<file path="config.mk">
export PLATFORM = sky130hd
export DESIGN_NAME = oven_countdown_timer
export DESIGN_NICKNAME = d
export VERILOG_FILES = /design/src/rtl/oven_timer_pkg.sv /design/src/rtl/button_edge.sv /design/src/rtl/oven_countdown_timer.sv
export SDC_FILE = /design/constraint.sdc
export NUM_CORES = 1
export LEC_CHECK = 0
export CORE_MARGIN = 4
export CORE_UTILIZATION = 45
export CTS_CLUSTER_SIZE = 20
export DETAILED_ROUTE_END_ITERATION = 8
export PLACE_DENSITY = 0.69
export SLEW_MARGIN = 20
export SYNTH_ARGS = -nofsm -noshare
export SYNTH_HDL_FRONTEND = slang
export SYNTH_HIERARCHICAL = 1
export SYNTH_SLANG_ARGS = --single-unit
</file>
<file path="constraint.sdc">
create_clock -name clk -period 2.9 [get_ports clk]
set_input_delay 0.58 -clock clk [delete_from_list [all_inputs] [get_ports clk]]
set_output_delay 0.58 -clock clk [all_outputs]
set_load 0.05 [all_outputs]
</file>
<file path="src/rtl/oven_timer_pkg.sv">
// rtl/oven_timer_pkg.sv - shared state encoding, BCD limits and countdown helper for the oven timer
package oven_timer_pkg;

  // Controller states
  localparam logic [1:0] ST_IDLE  = 2'd0;
  localparam logic [1:0] ST_ENTRY = 2'd1;
  localparam logic [1:0] ST_RUN   = 2'd2;
  localparam logic [1:0] ST_DONE  = 2'd3;

  // Largest legal BCD digit, and the seconds-tens value reloaded on a minute borrow
  localparam logic [3:0] BCD_MAX       = 4'd9;
  localparam logic [3:0] SEC_TENS_WRAP = 4'd5;

  // Four displayed digits, most significant first (MM:SS)
  typedef struct packed {
    logic [3:0] min_tens;
    logic [3:0] min_ones;
    logic [3:0] sec_tens;
    logic [3:0] sec_ones;
  } bcd_time_t;

  // One-second BCD decrement; caller guarantees the time is not 00:00.
  // Seconds may hold 60-99 as keyed, so only the all-zero seconds case borrows.
  function automatic bcd_time_t bcd_dec(input bcd_time_t t);
    bcd_time_t r;
    r = t;
    if (t.sec_ones != 4'd0) begin
      r.sec_ones = t.sec_ones - 4'd1;
    end else if (t.sec_tens != 4'd0) begin
      r.sec_ones = BCD_MAX;
      r.sec_tens = t.sec_tens - 4'd1;
    end else begin
      r.sec_ones = BCD_MAX;
      r.sec_tens = SEC_TENS_WRAP;
      if (t.min_ones != 4'd0) begin
        r.min_ones = t.min_ones - 4'd1;
      end else begin
        r.min_ones = BCD_MAX;
        r.min_tens = t.min_tens - 4'd1;
      end
    end
    return r;
  endfunction

endpackage

</file>
<file path="src/rtl/button_edge.sv">
// rtl/button_edge.sv - two-flop synchronizer plus registered single-cycle rising-edge pulse
module button_edge (
  input  logic clk,
  input  logic rst,
  input  logic btn,
  output logic pulse
);

  logic sync1_q, sync2_q, prev_q, pulse_q;
  logic sync1_d, sync2_d, prev_d, pulse_d;

  // Synchronizer chain and edge detect; a held button only ever yields one pulse
  always_comb begin
    sync1_d = btn;
    sync2_d = sync1_q;
    prev_d  = sync2_q;
    pulse_d = sync2_q & ~prev_q;
  end

  // Button pipeline registers
  always_ff @(posedge clk or posedge rst) begin
    if (rst) begin
      sync1_q <= 1'b0;
      sync2_q <= 1'b0;
      prev_q  <= 1'b0;
      pulse_q <= 1'b0;
    end else begin
      sync1_q <= sync1_d;
      sync2_q <= sync2_d;
      prev_q  <= prev_d;
      pulse_q <= pulse_d;
    end
  end

  assign pulse = pulse_q;

endmodule

</file>
<file path="src/rtl/oven_countdown_timer.sv">
// rtl/oven_countdown_timer.sv - MM:SS BCD keyed countdown timer with done hold-off
module oven_countdown_timer
  import oven_timer_pkg::*;
#(
  parameter int TICK_DIV  = 50_000_000,
  parameter int DONE_SECS = 5
) (
  input  logic       clk,
  input  logic       rst,
  input  logic [3:0] in,
  input  logic       enter,
  input  logic       start,
  input  logic       cancel,
  output logic [3:0] min_tens,
  output logic [3:0] min_ones,
  output logic [3:0] sec_tens,
  output logic [3:0] sec_ones,
  output logic       running,
  output logic       done
);

  localparam int PRE_W  = (TICK_DIV > 1) ? $clog2(TICK_DIV) : 1;
  localparam int DCNT_W = (DONE_SECS > 1) ? $clog2(DONE_SECS + 1) : 1;
  localparam logic [PRE_W-1:0]  PRE_LAST  = PRE_W'(TICK_DIV - 1);
  localparam logic [DCNT_W-1:0] DCNT_LAST = DCNT_W'(DONE_SECS - 1);

  logic enter_p, start_p, cancel_p;

  button_edge u_enter  (.clk(clk), .rst(rst), .btn(enter),  .pulse(enter_p));
  button_edge u_start  (.clk(clk), .rst(rst), .btn(start),  .pulse(start_p));
  button_edge u_cancel (.clk(clk), .rst(rst), .btn(cancel), .pulse(cancel_p));

  logic [1:0]        state_q, state_d;
  bcd_time_t         digits_q, digits_d;
  logic [PRE_W-1:0]  pre_q, pre_d;
  logic [DCNT_W-1:0] dcnt_q, dcnt_d;
  logic              running_q, running_d;
  logic              done_q, done_d;
  logic              tick;

  assign tick = (pre_q == PRE_LAST);

  // Next-state: cancel beats start beats enter beats the one-second tick
  always_comb begin
    state_d  = state_q;
    digits_d = digits_q;
    dcnt_d   = dcnt_q;
    pre_d    = tick ? '0 : pre_q + 1'b1;
    if (cancel_p) begin
      state_d  = ST_IDLE;
      digits_d = '0;
    end else if (start_p && (state_q == ST_ENTRY) && (digits_q != '0)) begin
      // Restart the prescaler so the first decrement is a full second away
      state_d = ST_RUN;
      pre_d   = '0;
    end else if (enter_p && ((state_q == ST_IDLE) || (state_q == ST_ENTRY)) && (in <= BCD_MAX)) begin
      state_d  = ST_ENTRY;
      digits_d = {digits_q.min_ones, digits_q.sec_tens, digits_q.sec_ones, in};
    end else if (tick && (state_q == ST_RUN)) begin
      digits_d = bcd_dec(digits_q);
      if (digits_d == '0) begin
        state_d = ST_DONE;
        pre_d   = '0;
        dcnt_d  = '0;
      end
    end else if (tick && (state_q == ST_DONE)) begin
      if (dcnt_q == DCNT_LAST) begin
        state_d = ST_IDLE;
      end else begin
        dcnt_d = dcnt_q + 1'b1;
      end
    end
    running_d = (state_d == ST_RUN);
    done_d    = (state_d == ST_DONE);
  end

  // State, digits, prescaler, done counter and registered status flags
  always_ff @(posedge clk or posedge rst) begin
    if (rst) begin
      state_q   <= ST_IDLE;
      digits_q  <= '0;
      pre_q     <= '0;
      dcnt_q    <= '0;
      running_q <= 1'b0;
      done_q    <= 1'b0;
    end else begin
      state_q   <= state_d;
      digits_q  <= digits_d;
      pre_q     <= pre_d;
      dcnt_q    <= dcnt_d;
      running_q <= running_d;
      done_q    <= done_d;
    end
  end

  assign min_tens = digits_q.min_tens;
  assign min_ones = digits_q.min_ones;
  assign sec_tens = digits_q.sec_tens;
  assign sec_ones = digits_q.sec_ones;
  assign running  = running_q;
  assign done     = done_q;

endmodule

</file>
* Word-level counts from Yosys, hierarchy flattened *
Index checks and enable logic that the tools add are counted.

word-level totals
  RAM bits = 0
  logic and storage cells = 99
  latch bits = 0
  memories = 0
  memory bits (read-only) = 0
  bits of input ports = 9
  output and inout bits = 18
  bits in registers = 61

operators by class
  multipliers = 0
  reductions and logical operators = 17
  shifts and indexed selects = 0
  magnitude comparators = 1
  bitwise logic cells = 9
  add/subtract/negate cells = 6
  div/mod/pow operators = 0
  multiplexer cells = 35
  eq/ne operators = 10

operator list
  cell                     number
  $mux W26                 6
  $mux W16                 4
  $mux W12                 5
  $mux W4                  7
  $add A26 B1 Y26 const B  1
  $eq A26 B26 Y1 const B   1
  $logic_not A16 Y1        1
  $mux W8                  2
  $reduce_bool A16 Y1      1
  $sub A4 B1 Y4 const B    4
  $mux W2                  7
  $mux W3                  4
  $reduce_bool A4 Y1       3
  $eq A2 B2 Y1 const B     4
  $logic_and A1 B1 Y1      6
  $not A1 Y1               6
  $reduce_and A6 Y1        1
  $le A4 B4 Y1 const B     1
  $ne A2 B1 Y1 const B     2
  $add A3 B1 Y3 const B    1
  $and A1 B1 Y1            3
  $eq A3 B3 Y1 const B     1
  $reduce_bool A3 Y1       1
  $eq A2 B1 Y1 const B     1
  other kinds (5)          5

* Logic depth before layout (Yosys ltp) *
  depth in word-level cells = 15
  mapped depth = 9

* Modules after synthesis *
The synthesis kept the hierarchy.

by module, submodules not included
  module                area an instance (um^2)  cells an instance  times used
  oven_countdown_timer  2,845.2                  322                1
  button_edge           117.6                    6                  3

* Least setup slack after synthesis *
No wires, ideal clock.

  path kind = register to register
  start point = register digits_q (netlist bit sec_ones[0])
  end point = register digits_q (netlist bit min_ones[1])
  slack = 0.320 ns
  data arrival time = 2.502 ns
  required time = 2.822 ns
  period minus slack after synthesis = 2.580 ns
  stages on the path, launching flop included = 7
  path buffers = 0
  cells stage by stage = dfrtp_1 -> or3_4 -> or4_1 -> or3_1 -> mux2i_1 -> a211o_1 -> a21oi_1

between the ends
  word-level cells in the longest chain between the ends = 10
  elaborated cells on any way between the ends = 14

RTL lines
  what                    RTL line                    source
  start, declared         oven_countdown_timer.sv:34  bcd_time_t digits_q, digits_d;
  start signal, assigned  oven_countdown_timer.sv:88  digits_q <= digits_d;
  $reduce_bool A4 Y1      oven_timer_pkg.sv:27        if (t.sec_ones != 4'd0) begin
  $mux W12                oven_timer_pkg.sv:27
  $mux W12                oven_countdown_timer.sv:59  end else if (tick && (state_q == ST_RUN)) begin
  $mux W12                oven_countdown_timer.sv:56  end else if (enter_p && ((state_q == ST_IDLE) || (state_q == ST_ENTRY)) && (in <= BCD_MAX)) begin
  $mux W12                oven_countdown_timer.sv:52  end else if (start_p && (state_q == ST_ENTRY) && (digits_q != '0)) begin
  $mux W12                oven_countdown_timer.sv:49  if (cancel_p) begin
  $mux W16                oven_countdown_timer.sv:59
  $mux W16                oven_countdown_timer.sv:56
  $mux W16                oven_countdown_timer.sv:52
  $mux W16                oven_countdown_timer.sv:49

Several ways; a longest one is shown, not always the timed one. The select of a mux whose other input is x is not followed.
A chain may end at the register's enable or synchronous reset.

* Worst setup path after layout *
Ends and elaborated chain as after synthesis.

==> impl_metrics.json <==
{
  "status": "completed",
  "finalPower_w": 0.00292,
  "grt_pass1_vias": 2552,
  "die_height_um": 92.3,
  "synthDistinctLibCells": 52,
  "worstPathMaxFanout": 17,
  "hold_class": "reg -> reg",
  "syn_area_um2": 3200,
  "required_ns": 3.16,
  "post-dp-hpwl_um": 4750,
  "pwr-share-seq": 0.395,
  "timing.final.ws_setup_ns": 0.245,
  "portBuffers": 26,
  "power.switching_w": 0.00116,
  "holdBufCountCts": 0,
  "drt_iter0_markers": 145,
  "async_flop_share": 1.00,
  "gp_congestion": 0.845,
  "seqCellArea_um2": 1530,
  "wl_per_cell_um": 14.7,
  "ys_dominant_reg_cell": "dfrtp_1",
  "p_clk_frac": 0.233,
  "grt-ovfl-total": 0,
  "start_util": 0.468,
  "core_area_um2": 6830,
  "core.rowCount": 30,
  "die_area_um2": 8520,
  "synth_nets": 354,
  "ant_nets": 0,
  "synth.top_cell.area_share": 0.477,
  "fill_cells": 652,
  "maxCapViolCount": 0,
  "setup_violations": 0,
  "drcViolationCount": 0,
  "drive_gt1_frac": 0.101,
  "multiInputGateArea_um2": 1550,
  "yosysTopAreaCell": "dfrtp_1",
  "post-place-ws_ns": 0.238,
  "grt_usage": 0.177,
  "clockRootBuffer": "clkbuf_8",
  "ctsResizeCount": 0,
  "ys_seq_elements": 61,
  "insertion_delay_ns": 0.34,
  "relSlewSlack": 0.489,
  "synth.area.top_cells": "dfrtp_1 48%, nor2_1 6.0%, xor2_1 4.7%",
  "slew_violations": 0,
  "layout.nets": 385,
  "cts_buffers": 9,
  "end_kind": "flip-flop",
  "io_pins": 27,
  "cts_buffer_depth": 2,
  "grt_pass1_wl_um": 12100,
  "vias": 2531,
  "design_area_um2": 3760,
  "fin_crit_sh": 0.916,
  "placed_area_um2": 3590,
  "cts_sinks": 61,
  "synthCells": 340,
  "period_needed_ns": 2.66,
  "fin_skew_ns": 0.0135,
  "holdWs_ns": 0.346,
  "diodes": 0,
  "avgSynthCellArea_um2": 9.41,
  "internal-power_w": 0.00175,
  "wirelength_um": 6960,
  "pwr_density_cell_nw_per_um2": 774,
  "vias_per_cell": 5.36,
  "syn_to_final_growth_pct": 17.7,
  "clk_pin_slew_worst_paths_ns": 0.08,
  "cts_tree": "built",
  "ys_seq_area_frac": 0.477,
  "yosys_warnings": 6,
  "synth_edf_count": 0,
  "post_cts_buffers": 0,
  "tightest_slew_ns": 0.767,
  "grt_max_degree": 35,
  "fmax_mhz": 377,
  "p_comb_frac": 0.372,
  "worst_setup_path_start_kind": "flip-flop",
  "peakVddDrop_mv": 0.369,
  "switching_share": 0.399,
  "antenna_found_initial": 0,
  "drt-pass1-iter-count": 4,
  "fin_tns_setup_ns": 0,
  "critical_path_class": "reg -> reg",
  "htreeDepth": 3,
  "p_leak_nw": 1.63,
  "rsz0062_at_grt": "no",
  "die_w_um": 92.3,
  "hold_violations": 0,
  "arrival_ns": 2.91
}
-- cell type report --
type                            count  share of cell area
Clock buffer                       12              0.0412
Clock inverter                      4             0.00598
Inverter                           16              0.0160
Multi-Input combinational cell    249               0.411
Sequential cell                    61               0.405
Tap cell                           96              0.0319
Timing Repair Buffer               34              0.0884
-- flip-flops by register name, indices dropped and copies added, names as in the netlist --
register,cells
pre_q,26
min_ones,4
min_tens,4
sec_ones,4
sec_tens,4
dcnt_q,3
state_q,2
done,1
running,1
u_cancel/prev_d,1
u_cancel/prev_q,1
u_cancel/pulse,1
u_cancel/sync1_q,1
u_enter/prev_d,1
u_enter/prev_q,1
u_enter/pulse,1
u_enter/sync1_q,1
u_start/prev_d,1
u_start/prev_q,1
u_start/pulse,1
u_start/sync1_q,1
-- critical path, stage by stage (launching register included) --
cell	delay, ns
dfrtp_1	0.46
or3_4	0.46
nor4_4	0.37
nand4_1	0.21
a22o_1	0.44
buf_4	0.28
a211o_1	0.23
a21oi_1	0.12
-- power by group through the flow --
stage / Combinational, W / Clock (W) / Sequential [W]
after floorplan: 0.000606 / 0 / 0.00133
after global routing: 0.00119 / 0.000745 / 0.00117
after CTS: 0.00109 / 0.000702 / 0.00115
after detailed placement: 0.00108 / 0 / 0.00116
final: 0.00108 / 0.000680 / 0.00115
after global placement: 0.00106 / 0 / 0.00115
-- worst paths after layout --
path | startpoint | end | slack (ns) | cells past startpoint
worst max-delay path | sec_ones[0]$_DFFE_PP0P_ | min_ones[1]$_DFFE_PP0P_ | 0.24 | 7
min in group asynchronous | rst | u_cancel/prev_d$_DFF_PP0_ | 0.53 | 2
worst min register to register | u_cancel/sync1_q$_DFF_PP0_ | u_cancel/prev_d$_DFF_PP0_ | 0.35 | 0
worst min-delay path | u_cancel/sync1_q$_DFF_PP0_ | u_cancel/prev_d$_DFF_PP0_ | 0.35 | 0
max in group asynchronous | rst | done$_DFF_PP0_ | 1.74 | 3
worst max register to register | sec_ones[0]$_DFFE_PP0P_ | min_ones[1]$_DFFE_PP0P_ | 0.24 | 7
-- metal layers --
layer  GRT usage  wire, um
met1       0.246      3430
met2       0.268      3180
met3      0.0406       258
met4      0.0656        86
met5           0         0
-- cell usage in the layout (no fill, tap or decap), drive strengths merged, types with 7 or more instances in the layout --
master / netlist / layout
o21ai: 13 / 13
nand2: 32 / 32
a21oi: 16 / 16
dfrtp: 61 / 61
clkdlybuf4s50: 0 / 26
xor2: 17 / 17
clkbuf: 11 / 12
nand4: 10 / 10
buf: 3 / 8
nor2: 51 / 51
xnor2: 7 / 7
inv: 15 / 15
nand3: 22 / 22
-- cell families (layout without fill, tap and decap cells) --
kind of cell / after synthesis / in the layout / share of synthesized area
AO/OA/AOI/OAI: 57 / 57 / 0.124
buffers and inverters: 30 / 66 / 0.0403
AND/OR/NAND/NOR: 162 / 162 / 0.270
XOR/XNOR: 24 / 24 / 0.0657
adder cells (fa/ha/maj): 5 / 5 / 0.0196
flip-flops: 61 / 61 / 0.477
multiplexers: 1 / 1 / 0.00313
-- metrics by stage --
step	cells	util
2_1_floorplan	340	-
3_3_place_gp	456	0.525
3_5_place_dp	456	0.525
4_1_cts	472	0.551
5_1_grt	472	0.551
6_report	472	0.551
-- Yosys cell counts (5+ instances only) --
library cell  instances
dfrtp_1              61
nor2_1               51
nand2_1              32
nand3_1              22
xor2_1               17
a21oi_1              16
inv_1                15
o21ai_0              12
clkbuf_1             11
nand4_1              10
xnor2_1               7
a31oi_1               6
and3_1                5
ha_1                  5
nor3_1                5
or3_1                 5
(Power assumes the default switching activity.)
